## config.mk

```make
export PLATFORM = sky130hd
export DESIGN_NAME = gtwizard_tx_startup
export DESIGN_NICKNAME = d
export VERILOG_FILES = /design/src/rtl/gtwizard_tx_startup.sv
export SDC_FILE = /design/constraint.sdc
export NUM_CORES = 1
export LEC_CHECK = 0
export ABC_AREA = 1
export BUFFER_PORTS_ARGS = -buffer_cell sky130_fd_sc_hd__buf_2
export CORE_MARGIN = 3
export CORE_UTILIZATION = 45
export CTS_BUF_LIST = sky130_fd_sc_hd__clkbuf_16
export DETAILED_ROUTE_END_ITERATION = 8
export HOLD_SLACK_MARGIN = 0.03
export PLACE_DENSITY = 0.7
export SYNTH_ARGS = -nofsm -noshare
export SYNTH_HDL_FRONTEND = slang
export SYNTH_SLANG_ARGS = --single-unit
```

## constraint.sdc

```tcl
create_clock -name STABLE_CLOCK -period 1.9 [get_ports STABLE_CLOCK]
set_input_delay 0.285 -clock STABLE_CLOCK [delete_from_list [all_inputs] [get_ports STABLE_CLOCK]]
set_output_delay 0.285 -clock STABLE_CLOCK [all_outputs]
set_load 0.05 [all_outputs]
```

## src/rtl/gtwizard_tx_startup.sv

```systemverilog
// TX startup sequencer: waits for QPLL lock after the common reset, walks the GT TX
// reset handshake, and retries (with a saturating count) on lock or reset-done timeouts.
module gtwizard_tx_startup #(
    parameter int STABLE_CLOCK_PERIOD  = 8,
    parameter int QPLL_LOCK_TIMEOUT_NS = 100000,
    parameter int RESETDONE_TIMEOUT_NS = 50000
) (
    input  logic       STABLE_CLOCK,
    input  logic       SOFT_RESET,
    input  logic       COMMON_RESET,
    input  logic       QPLLLOCK,
    input  logic       MMCM_LOCK,
    input  logic       TXRESETDONE,
    output logic       GTTXRESET,
    output logic       TXUSERRDY,
    output logic       QPLL_RESET_REQ,
    output logic       TX_FSM_RESET_DONE,
    output logic [3:0] RETRY_COUNTER
);
    localparam logic [23:0] LOCK_WAIT_MAX = 24'(QPLL_LOCK_TIMEOUT_NS / STABLE_CLOCK_PERIOD);
    localparam logic [23:0] DONE_WAIT_MAX = 24'(RESETDONE_TIMEOUT_NS / STABLE_CLOCK_PERIOD);
    localparam logic [23:0] HOLD_LAST     = 24'd3;

    typedef enum logic [2:0] {
        S_WAIT_COMMON_RESET = 3'd0,
        S_WAIT_QPLL_LOCK    = 3'd1,
        S_HOLD_GTTXRESET    = 3'd2,
        S_WAIT_MMCM_LOCK    = 3'd3,
        S_WAIT_RESET_DONE   = 3'd4,
        S_DONE              = 3'd5
    } state_t;

    state_t      r_state;
    state_t      w_state_nxt;
    logic [1:0]  r_lock_sync;
    logic [1:0]  r_mmcm_sync;
    logic [1:0]  r_done_sync;
    logic [23:0] r_timer;
    logic [3:0]  r_retry;
    logic        r_gttxreset;
    logic        r_txuserrdy;
    logic        r_qpll_req;
    logic        r_reset_done;
    logic        w_lock;
    logic        w_mmcm;
    logic        w_done;
    logic        w_enter;
    logic        w_retry;
    logic        w_req;

    always_ff @(posedge STABLE_CLOCK or posedge SOFT_RESET) begin
        if (SOFT_RESET) begin
            r_lock_sync <= 2'b00;
            r_mmcm_sync <= 2'b00;
            r_done_sync <= 2'b00;
        end else begin
            r_lock_sync <= {r_lock_sync[0], QPLLLOCK};
            r_mmcm_sync <= {r_mmcm_sync[0], MMCM_LOCK};
            r_done_sync <= {r_done_sync[0], TXRESETDONE};
        end
    end

    assign w_lock = r_lock_sync[1];
    assign w_mmcm = r_mmcm_sync[1];
    assign w_done = r_done_sync[1];

    // w_enter marks any state entry, including re-entry after a lock timeout, so the timer restarts.
    always_comb begin
        w_state_nxt = r_state;
        w_enter     = 1'b0;
        w_retry     = 1'b0;
        w_req       = 1'b0;
        if (COMMON_RESET) begin
            w_state_nxt = S_WAIT_QPLL_LOCK;
            w_enter     = 1'b1;
        end else begin
            case (r_state)
                S_WAIT_COMMON_RESET: begin
                end
                S_WAIT_QPLL_LOCK: begin
                    if (w_lock) begin
                        w_state_nxt = S_HOLD_GTTXRESET;
                        w_enter     = 1'b1;
                    end else if (r_timer == LOCK_WAIT_MAX) begin
                        w_enter = 1'b1;
                        w_retry = 1'b1;
                        w_req   = 1'b1;
                    end
                end
                S_HOLD_GTTXRESET: begin
                    if (r_timer == HOLD_LAST) begin
                        w_state_nxt = S_WAIT_MMCM_LOCK;
                        w_enter     = 1'b1;
                    end
                end
                S_WAIT_MMCM_LOCK: begin
                    if (w_mmcm) begin
                        w_state_nxt = S_WAIT_RESET_DONE;
                        w_enter     = 1'b1;
                    end
                end
                S_WAIT_RESET_DONE: begin
                    if (w_done) begin
                        w_state_nxt = S_DONE;
                        w_enter     = 1'b1;
                    end else if (r_timer == DONE_WAIT_MAX) begin
                        w_state_nxt = S_HOLD_GTTXRESET;
                        w_enter     = 1'b1;
                        w_retry     = 1'b1;
                    end
                end
                S_DONE: begin
                    if (!w_lock) begin
                        w_state_nxt = S_WAIT_QPLL_LOCK;
                        w_enter     = 1'b1;
                    end
                end
                default: begin
                    w_state_nxt = S_WAIT_COMMON_RESET;
                    w_enter     = 1'b1;
                end
            endcase
        end
    end

    // Outputs are decoded from the next state so they change on the same edge as the state.
    always_ff @(posedge STABLE_CLOCK or posedge SOFT_RESET) begin
        if (SOFT_RESET) begin
            r_state      <= S_WAIT_COMMON_RESET;
            r_timer      <= 24'd0;
            r_retry      <= 4'd0;
            r_gttxreset  <= 1'b1;
            r_txuserrdy  <= 1'b0;
            r_qpll_req   <= 1'b0;
            r_reset_done <= 1'b0;
        end else begin
            r_state      <= w_state_nxt;
            r_timer      <= w_enter ? 24'd0 : r_timer + 24'd1;
            if (w_retry && (r_retry != 4'hF)) begin
                r_retry <= r_retry + 4'd1;
            end
            r_qpll_req   <= w_req;
            r_gttxreset  <= (w_state_nxt == S_WAIT_COMMON_RESET) ||
                            (w_state_nxt == S_WAIT_QPLL_LOCK)    ||
                            (w_state_nxt == S_HOLD_GTTXRESET);
            r_txuserrdy  <= (w_state_nxt == S_WAIT_RESET_DONE) || (w_state_nxt == S_DONE);
            r_reset_done <= (w_state_nxt == S_DONE);
        end
    end

    assign GTTXRESET         = r_gttxreset;
    assign TXUSERRDY         = r_txuserrdy;
    assign QPLL_RESET_REQ    = r_qpll_req;
    assign TX_FSM_RESET_DONE = r_reset_done;
    assign RETRY_COUNTER     = r_retry;
endmodule

```

==> results of run 1 <==
## state kept, by name, indices dropped and copies added, names as in the netlist
name / flops
RETRY_COUNTER: 4
r_timer: 24
r_lock_sync: 2
TXUSERRDY: 1
QPLL_RESET_REQ: 1
r_state: 3
r_mmcm_sync: 2
GTTXRESET: 1
r_done_sync: 2
TX_FSM_RESET_DONE: 1
## placed cells by master, fill, tap and decap left out, drive strengths merged
cell type and count:
buf 15, nor2 75, clkinvlp 1, nor3 11, nand4 17, inv 41, nand3b 1, clkinv 1
dfrtp 40, ha 4, nand2 64, xnor2 5, nor4 1, a21oi 3, clkbuf 5, nor3b 2
xor2 18, bufinv 1, nand3 21, dfstp 1, o21ai 1
## metrics by stage
step / std cells / utilization (%) / area, µm² / setup TNS, ns / hold WS, ns
finish: 398 / 52.95 / 2721 / 0 / 0.1055
detailed placement: 390 / 49.51 / 2545 / 0 / 0.3347
global route: 398 / 52.95 / 2721 / -0.03318 / 0.09819
floorplan: 310 / - / 2411 / 0 / 0.3164
global placement: 390 / 49.51 / 2545 / 0 / 0.3324
CTS: 398 / 52.85 / 2716 / 0 / 0.1001
## power by group
part           internal [mW]  switching, mW  total [mW]  leakage (nW)
Sequential             0.899         0.0198       0.919         0.550
Clock                  0.621          0.341       0.962        0.0800
Combinational         0.0546          0.128       0.183         0.576
## worst reg2reg max path, delay by kind of cell, from the launching register on
kind	cells	cell delay, ns
xor gates and xnor gates	1	0.18
adders and majority gates	1	0.27
DFF	1	0.42
and+or+nand+nor	5	0.78
## worst max-delay path by stage
stage                                    start                      endpoint
final                     r_timer[0]$_DFF_PP0_         r_timer[14]$_DFF_PP0_
after global routing      r_timer[0]$_DFF_PP0_  RETRY_COUNTER[0]$_DFFE_PP0P_
after detailed placement  r_timer[0]$_DFF_PP0_         r_timer[14]$_DFF_PP0_
after floorplan           r_timer[0]$_DFF_PP0_          r_timer[5]$_DFF_PP0_
after global placement    r_timer[0]$_DFF_PP0_  RETRY_COUNTER[1]$_DFFE_PP0P_
after CTS                 r_timer[0]$_DFF_PP0_         r_timer[14]$_DFF_PP0_
## synthesized netlist by cell type
library cell	n
a21oi_1	3
buf_2	1
buf_4	1
buf_6	3
dfrtp_1	40
dfstp_2	1
ha_1	4
inv_1	38
inv_2	2
inv_4	1
nand2_1	61
nand2_2	3
nand3_1	20
nand3_2	1
nand3b_1	1
nand4_1	16
nand4_2	1
nor2_1	58
nor2_2	16
nor2_4	1
nor3_1	8
nor3_2	3
nor3b_1	1
nor3b_2	1
nor4_2	1
o21ai_0	1
xnor2_1	5
xor2_1	18
## per-layer routing
metal / up-vias / GRT usage [%]
met3: 7 / 3.515
met2: 49 / 28.11
met4: 0 / 3.608
met1: 937 / 23.86
li1: 1011 / -
met5: - / 0
## logic make-up after synthesis
logic type | after synthesis
and+or+nand+nor | 192
adders and majority gates | 4
DFF | 41
buffers and inverters | 46
xor gates and xnor gates | 23
AOI/OAI and AO/OA | 4
## repair_timing
action                                  in CTS  in global routing
endpoints found under the setup margin       0                  5
gates resized for setup                      0                  2
hold buffers                                 0                  0
## layout make-up
| class | instances | area [µm²] |
|---|---|---|
| Clock buffer | 5 | 125.1 |
| Clock inverter | 3 | 46.29 |
| Fill cell | 505 | 2419 |
| Inverter | 41 | 156.4 |
| Multi-Input combinational cell | 223 | 1186 |
| Sequential cell | 41 | 1027 |
| Tap cell | 70 | 87.58 |
| Timing Repair Buffer | 15 | 92.59 |
==> metrics.cfg, run 1 <==
[cells_and_area]
area_growth_pct = 12.87
drive_above_1_share_pct = 17.07
diodes = 0
finalNetCount = 337

[global_route]
antenna_found_initial = 0
grt-ovfl-total = 0
grt_pass1_wl_um = 8528
grt_pass1_vias = 1863
grt.total_usage_pct = 17.27
grt_max_degree = 42

[critical_path]
path_buf_inv = 0
start_kind = register
cp.required_ns = 2.07
cp.depth = 7
cp_top_family = simple AND/OR/NAND/NOR gates
crit_chain = ha_2 -> nand3_1 -> nor3_2 -> nand3_1 -> nor2_1 -> xor2_1 -> nor2_1
crit_type = reg2reg
ff2ff_path_depth = 7
crit_path_end_kind = register
cp.arrival_ns = 1.93
r2r-end = r_timer[14]$_DFF_PP0_
path_max_fanout = 6
max_stage_delay_ns = 0.42
r2r_start = r_timer[0]$_DFF_PP0_
r2r_setup_slack_ns = 0.14
cpMaxStageDelayCell = dfrtp_1

[timing]
fin_ws_ns = 0.1393
fmax_mhz = 568.0
max_slew_margin_pct = 66.26
skew_ns = 0.003531
finalCritPeriodShare_pct = 92.67
slew_violations = 0
min_period_ns = 1.761
tightestPinTransition_ns = 0.5061
finalSetupViolations = 0
finalHoldViolCount = 0

[route]
drt_pass1_iterations = 4
postRouteAntennaNets = 0
drt-wirelength-per-cell_um = 12.17
wl_met1_um = 2290
dr_total_vias = 2004
met2WireLength_um = 2235
drt_iter0_drc = 143
highest_layer = met4
wl_met3_um = 256
routed_wl_um = 4842
avgViaCountPerCell = 5.035
drcViolationCount = 0

[synth]
ys_ff_latch = 41
synth_top_area_share_pct = 41.52
synth_xor_area_share_pct = 8.355
syn_inst = 310
netlist_top_cells_area = dfrtp_1 (42%), nand2_1 (9.5%), nor2_1 (9.0%)
synth_cell_types = 28
yosys.area.top_type = dfrtp_1
synthSimpleGateAreaFrac_pct = 37.73
synthMuxAreaShare_pct = 0
synth_area_per_cell_um2 = 7.778
syn_area_um2 = 2411
synth_compound_area_share_pct = 0.8303
ys_warn_count = 0
synth_top_family_by_area = simple AND/OR/NAND/NOR gates
synth_seq_area_share_pct = 42.61
synth_adder_area_share_pct = 2.076
syn-num-nets = 320

[outcome]
status = complete, no violations

[hold_path]
hold_path.class = in2async

[pwr]
total_power_mw = 2.063
power_density_nw_per_um2 = 758.2
total_leakage_power_nw = 1.205
vdd_drop_max_mv = 0.3453

[floorplan]
initial_utilization_pct = 46.91
core_area_um2 = 5140
ioPinCount = 14
die_w_um = 79.20
num_rows = 26
dieArea_um2 = 6272
chipHeight_um = 79.20

[place]
place_ws_ns = 0.1648
dpl.hpwl_um = 3670
portBuffers = 13
place.gp.congestion = 0.8676

[clock_tree]
cts_sinks = 41
cts_buffer_depth = 2
htreeDepth = 2
clk_latency_ns = 0.28
cts_root_buf = clkbuf_16
cts_setup_buffers = 0
cts_tree = built
cts_buffers = 5
clk_pin_slew_worst_paths_ns = 0.06

[run]
cap_violations = 0

Power figures use the tool's default switching activity.
==> run 2: changes to the inputs <==
- CORE_UTILIZATION: 45 -> 60
- PLACE_DENSITY: 0.7 -> 0.87
==> run 2 against run 1 <==
First-iteration DRC count increased by 78%. Combinational power up 2%. Register-to-register slack about the same. Count of clock-buffer cells in the layout unchanged. Critical path depth rose by 4. Sequential power grew 0.4%. Hold slack worse by 0.0021 ns. Core utilization grew 19 points. Cell count is 5.5% lower. Die area decreased by 23%.
==> metrics.cfg, run 2 (synthesis gave the netlist of run 1 again) <==
[global_route]
grt-ovfl-total = 0  ; unchanged
grt_pass1_vias = 1956  ; +5.0%
antenna_found_initial = 0  ; unchanged
grt_pass1_wl_um = 9018  ; +5.7%
grt_max_degree = 42  ; unchanged
grt.total_usage_pct = 23.34  ; +6.1 points

[timing]
tightestPinTransition_ns = 0.5003  ; -0.005755 ns
finalHoldViolCount = 0  ; unchanged
fin_hold_ws_ns = 0.1034  ; -0.002132 ns
fin_ws_ns = 0.1433  ; +0.003953 ns
setup_tns_ns = 0  ; unchanged
finalSetupViolations = 0  ; unchanged
max_slew_margin_pct = 66.65  ; +0.38 points
finalCritPeriodShare_pct = 92.46  ; -0.21 points
skew_ns = 0.003981  ; +0.0004501 ns
fmax_mhz = 569.2  ; +0.23%
slew_violations = 0  ; unchanged
min_period_ns = 1.757  ; -0.003953 ns

[pwr]
power_density_nw_per_um2 = 766.6  ; +1.1%
total_leakage_power_nw = 1.221  ; +1.3%
vdd_drop_max_mv = 0.4772  ; +38%
total_power_mw = 2.071  ; +0.36%

[cells_and_area]
top_register = r_timer
final_core_util_pct = 71.63  ; +19 points
drive_above_1_share_pct = 17.38  ; +0.30 points
final_cells = 376  ; -5.5%
finalNetCount = 337  ; unchanged
area_growth_pct = 12.04
diodes = 0  ; unchanged
mostFrequentLayoutCells = nand2_1 (60), nor2_1 (58), dfrtp_1 (39)
largest_reg_flops = 24  ; unchanged
finalInstanceArea_um2 = 2701  ; -0.74%
final_common_cell = nand2_1

[outcome]
status = complete, no violations

[critical_path]
cp.required_ns = 2.07  ; about the same
start_kind = register
cp.arrival_ns = 1.93  ; about the same
crit_path_end_kind = register
crit_type = reg2reg
path_max_fanout = 24  ; +18

[route]
drt_iter0_drc = 255  ; +78%
avgViaCountPerCell = 5.415  ; +7.5%
routed_wl_um = 5359  ; +11%
postRouteAntennaNets = 0  ; unchanged
dr_total_vias = 2036  ; +1.6%
drt_pass1_iterations = 4  ; unchanged
drt-wirelength-per-cell_um = 14.25  ; +17%
drcViolationCount = 0  ; unchanged

[floorplan]
chipHeight_um = 69.39  ; -12%
dieArea_um2 = 4815  ; -23%
num_rows = 22  ; -15%
ioPinCount = 14  ; unchanged
core_area_um2 = 3771  ; -27%
initial_utilization_pct = 63.93  ; +17 points
die_w_um = 69.39  ; -12%

[hold_path]
hold_path.class = in2reg

[place]
place.gp.congestion = 0.9510  ; +9.6%
place_ws_ns = 0.1308  ; -0.03403 ns
portBuffers = 13  ; unchanged
place_area_um2 = 2517  ; -1.1%
dpl.hpwl_um = 3660  ; -0.29%
dpl.cell_count = 368  ; -5.6%

[clock_tree]
htreeDepth = 2  ; unchanged
cts_buffers = 5  ; unchanged
cts_sinks = 41  ; unchanged
cts_buffer_depth = 2  ; unchanged
cts_root_buf = clkbuf_16
clk_pin_slew_worst_paths_ns = 0.06  ; about the same
clk_latency_ns = 0.28  ; about the same
cts_tree = built

[run]
cap_violations = 0  ; unchanged

==> run 2: cell count changes in the layout (fill, tap and decap cells not counted) <==
| cell | previous run | this run |
|---|---|---|
| nor3_4 | 0 | 1 |
| nor3_2 | 3 | 2 |
| dfrtp_2 | 0 | 1 |
| dfrtp_1 | 40 | 39 |
==> run 2: area by class of cell <==
| class | count | area [µm²] |
|---|---|---|
| Fill cell | 278 | 1070 |
| Clock inverter | 3 | 46.29 |
| Tap cell | 48 | 60.06 |
| Multi-Input combinational cell | 223 | 1192 |
| Clock buffer | 5 | 125.1 |
| Timing Repair Buffer | 15 | 92.59 |
| Sequential cell | 41 | 1028 |
| Inverter | 41 | 156.4 |
==> run 2: path summary, 6_finish.rpt <==
check | start | to | slack, ns | cells past startpoint
setup / recovery | r_timer[1]$_DFF_PP0_ | r_timer[18]$_DFF_PP0_ | 0.14 | 11
hold / removal | QPLLLOCK | r_lock_sync[0]$_DFF_PP0_ | 0.10 | 1
setup reg to reg | r_timer[1]$_DFF_PP0_ | r_timer[18]$_DFF_PP0_ | 0.14 | 11
hold reg to reg | r_mmcm_sync[0]$_DFF_PP0_ | r_mmcm_sync[1]$_DFF_PP0_ | 0.35 | 0
max in group asynchronous | SOFT_RESET | GTTXRESET$_DFF_PP1_ | 1.42 | 3
min in group asynchronous | SOFT_RESET | RETRY_COUNTER[2]$_DFFE_PP0P_ | 0.11 | 3
==> run 2: report_power, final <==
part           switching [mW]  internal, mW  total, mW
registers              0.0226         0.900      0.923
clock network           0.340         0.621      0.961
logic                   0.132        0.0550      0.187
==> run 2: routing by layer <==
layer | GRT usage (%) | wire length, µm | vias up
li1 | - | - | 1006
met1 | 30.48 | 2283 | 932
met2 | 39.09 | 2573 | 83
met3 | 4.783 | 373 | 15
met4 | 6.941 | 127 | 0
met5 | 0 | 0 | -
==> run 2: critical path, cell delays in order, from the launching register on <==
cell     delay, ns
dfrtp_1       0.40
ha_2          0.26
inv_1         0.05
nor2_1        0.11
nand2_1       0.07
nor2_1        0.09
nand2_1       0.05
nor2_1        0.18
nor3_2        0.07
nand3_2       0.09
buf_12        0.19
nor2_1        0.06
==> run 2: what timing repair did <==
action / in CTS / in global routing
gates resized for setup: 0 / 4
buffers inserted: 0 / 0
setup endpoints to repair: 0 / 27
hold buffers: 0 / 0
==> run 3: changes to the inputs <==
- SETUP_SLACK_MARGIN: not set -> 0.3
==> run 3 against run 2 <==
The flow now finishes with violations (setup timing). Non-clock buffer count rose by 22. Count of clock-buffer cells in the layout did not move. Flip-flop and latch count did not move. Cell count rose by 5.9%. Fmax fell by 8.3%. Power rose by 9.3%. Combinational power rose by 83%. Clock power rose by 2.6%. Largest cell class unchanged.
==> metrics.cfg, run 3 (synthesis gave the netlist of run 1 again) <==
[outcome]
status = complete, but fails checks
failed_checks = setup timing

[floorplan]
num_rows = 22  ; unchanged
ioPinCount = 14  ; unchanged
dieArea_um2 = 4815  ; unchanged
die_w_um = 69.39  ; unchanged
chipHeight_um = 69.39  ; unchanged
initial_utilization_pct = 63.93  ; unchanged
core_area_um2 = 3771  ; unchanged

[hold_path]
hold_depth = 1  ; unchanged
worstHoldEndpoint = r_mmcm_sync[0]$_DFF_PP0_
hold_start = MMCM_LOCK
hold_path.class = in2reg

[cells_and_area]
diodes = 0  ; unchanged
final_common_cell = nand2_1
top_register = r_timer
drive_above_1_share_pct = 32.86  ; +15 points
mostFrequentLayoutCells = nand2_1 (60), nor2_1 (46), inv_1 (32)
final_core_util_pct = 81.95  ; +10 points
final_cells = 398  ; +5.9%
area_growth_pct = 28.18
largest_reg_flops = 24  ; unchanged
nFillCells = 190  ; -32%
finalNetCount = 359  ; +6.5%

[pwr]
vdd_drop_max_mv = 0.5014  ; +5.1%
power_density_nw_per_um2 = 732.7  ; -4.4%
power_frac_seq_pct = 41.3  ; -3.3 points
power_switching_mw = 0.6093  ; +23%
total_power_mw = 2.264  ; +9.3%
clkPwrFrac_pct = 43.5  ; -2.9 points
comb_power_share_pct = 15.1  ; +6.0 points
total_leakage_power_nw = 1.355  ; +11%
switching_share_pct = 26.91  ; +3.0 points
internal_power_mw = 1.655  ; +5.0%

[critical_path]
cpMaxStageDelayCell = dfrtp_1
ff2ff_path_depth = 10  ; -1
cp.arrival_ns = 2.10  ; +0.17 ns
crit_chain = inv_1 -> nand2_1 -> nor2_1 -> nand2_1 -> nor2_1 -> nand4_1 -> nand2_2 -> nand3_2 -> nand2_1 -> nand2_1
crit_type = reg2reg
cp.depth = 10  ; -1
path_buf_inv = 1  ; -1
r2r-end = RETRY_COUNTER[3]$_DFFE_PP0P_
path_max_fanout = 5  ; -79%
cp.required_ns = 2.08  ; about the same
r2r_setup_slack_ns = -0.02  ; -0.16 ns
r2r_start = r_timer[4]$_DFF_PP0_
max_stage_delay_ns = 0.44  ; +0.04 ns
crit_path_end_kind = register
start_kind = register
path_common_cell = nand2_1
cp_top_family = simple AND/OR/NAND/NOR gates

[route]
drt_iter0_drc = 655  ; +160%
dr_total_vias = 2643  ; +30%
drt_pass1_iterations = 5  ; +1
routed_wl_um = 8514  ; +59%
drcViolationCount = 0  ; unchanged
avgViaCountPerCell = 6.641  ; +23%
drt-wirelength-per-cell_um = 21.39  ; +50%
postRouteAntennaNets = 0  ; unchanged

[global_route]
top_usage_layer = met2
grt.total_usage_pct = 30.92  ; +7.6 points
grt-ovfl-total = 0  ; unchanged
met1_usage_pct = 36.25  ; +5.8 points
grtUsageMet3_pct = 10.43  ; +5.7 points
antenna_found_initial = 0  ; unchanged
grt_pass1_vias = 2281  ; +17%
use_met2_pct = 49.15  ; +10 points
grt_pass1_wl_um = 11430  ; +27%
grt_max_degree = 42  ; unchanged

[clock_tree]
clk_pin_slew_worst_paths_ns = 0.06  ; about the same
htreeDepth = 2  ; unchanged
cts_tree = built
cts_sinks = 41  ; unchanged
cts_buffers = 5  ; unchanged
cts_buffer_depth = 2  ; unchanged
clk_latency_ns = 0.30  ; +0.02 ns
cts_root_buf = clkbuf_16

[timing]
slew_violations = 0  ; unchanged
tightestPinTransition_ns = 0.5162  ; +0.01586 ns
fmax_mhz = 522.0  ; -8.3%
finalCritPeriodShare_pct = 100.8  ; +8.4 points
fin_ws_ns = -0.01577  ; -0.1590 ns
finalHoldViolCount = 0  ; unchanged
setup_tns_ns = -0.01679  ; -0.01679 ns
finalSetupViolations = 2  ; +2
rsz0062_at_grt = true
skew_ns = 0.004637  ; +0.0006563 ns
min_period_ns = 1.916  ; +0.1590 ns
max_slew_margin_pct = 65.59  ; -1.1 points

[place]
place.gp.congestion = 0.9510  ; unchanged
dpl.hpwl_um = 3660  ; unchanged
dpl.cell_count = 368  ; unchanged
portBuffers = 13  ; unchanged

[run]
cap_violations = 0  ; unchanged

[run 3: cell count changes in the layout (fill, tap and decap cells not counted), moves of 6 or more]
| cell | change |
|---|---|
| nor2_1 | -12 |
| dfrtp_2 | +9 |
| buf_4 | +16 |
| dfrtp_1 | -9 |
| inv_1 | -6 |
| nor2_4 | +10 |
[run 3: area by class of cell]
type	count	area [µm²]	share of cell area [%]
clock buffers	5	125.1	4.049
multi-input cells	223	1334	43.16
inverters	41	158.9	5.142
clock inverters	3	46.29	1.498
repair buffers	37	326.6	10.57
flip-flops and latches	41	1040	33.64
well taps	48	60.06	1.943
[run 3: stage by stage]
stage	worst slack [ns]	cell area, µm²	hold WS, ns
6_report	-0.01577	3090	0.09154
5_1_grt	-0.08372	3090	0.09167
4_1_cts	0.2442	2962	0.09902
3_5_place_dp	0.1308	2517	0.3355
3_3_place_gp	0.2160	2517	0.3332
2_1_floorplan	0.3473	2411	0.3164
[run 3: worst max-delay path by stage]
| stage | endpoint | from | slack (ns) |
|---|---|---|---|
| after floorplan | r_timer[5]$_DFF_PP0_ | r_timer[0]$_DFF_PP0_ | 0.35 |
| after global placement | RETRY_COUNTER[1]$_DFFE_PP0P_ | r_timer[0]$_DFF_PP0_ | 0.22 |
| after detailed placement | r_timer[1]$_DFF_PP0_ | r_timer[0]$_DFF_PP0_ | 0.13 |
| after CTS | r_timer[1]$_DFF_PP0_ | r_timer[1]$_DFF_PP0_ | 0.24 |
| after global routing | RETRY_COUNTER[3]$_DFFE_PP0P_ | r_timer[4]$_DFF_PP0_ | -0.08 |
| final | RETRY_COUNTER[3]$_DFFE_PP0P_ | r_timer[4]$_DFF_PP0_ | -0.02 |
[run 3: power groups by stage]
stage          Combinational, mW  Clock [mW]  Sequential, mW
2_1_floorplan              0.127           0           0.947
3_3_place_gp               0.181           0           0.934
3_5_place_dp               0.186           0           0.935
4_1_cts                    0.266       0.977           0.926
5_1_grt                    0.359        1.04           0.937
6_report                   0.343       0.986           0.936
[run 3: repair_timing]
action,4_1_cts,5_1_grt
gates cloned,2,1
pin swaps,2,7
hold endpoints to repair,0,0
endpoints found under the setup margin,30,35
buffers inserted,13,6
resized for setup,37,21
hold buffers,0,0
[run 3: routing by layer]
metal / vias to the layer above / part of all wire, %
li1: 1060 / -
met1: 1197 / 33
met2: 281 / 44
met3: 105 / 14
met4: 0 / 9.4
met5: - / 0
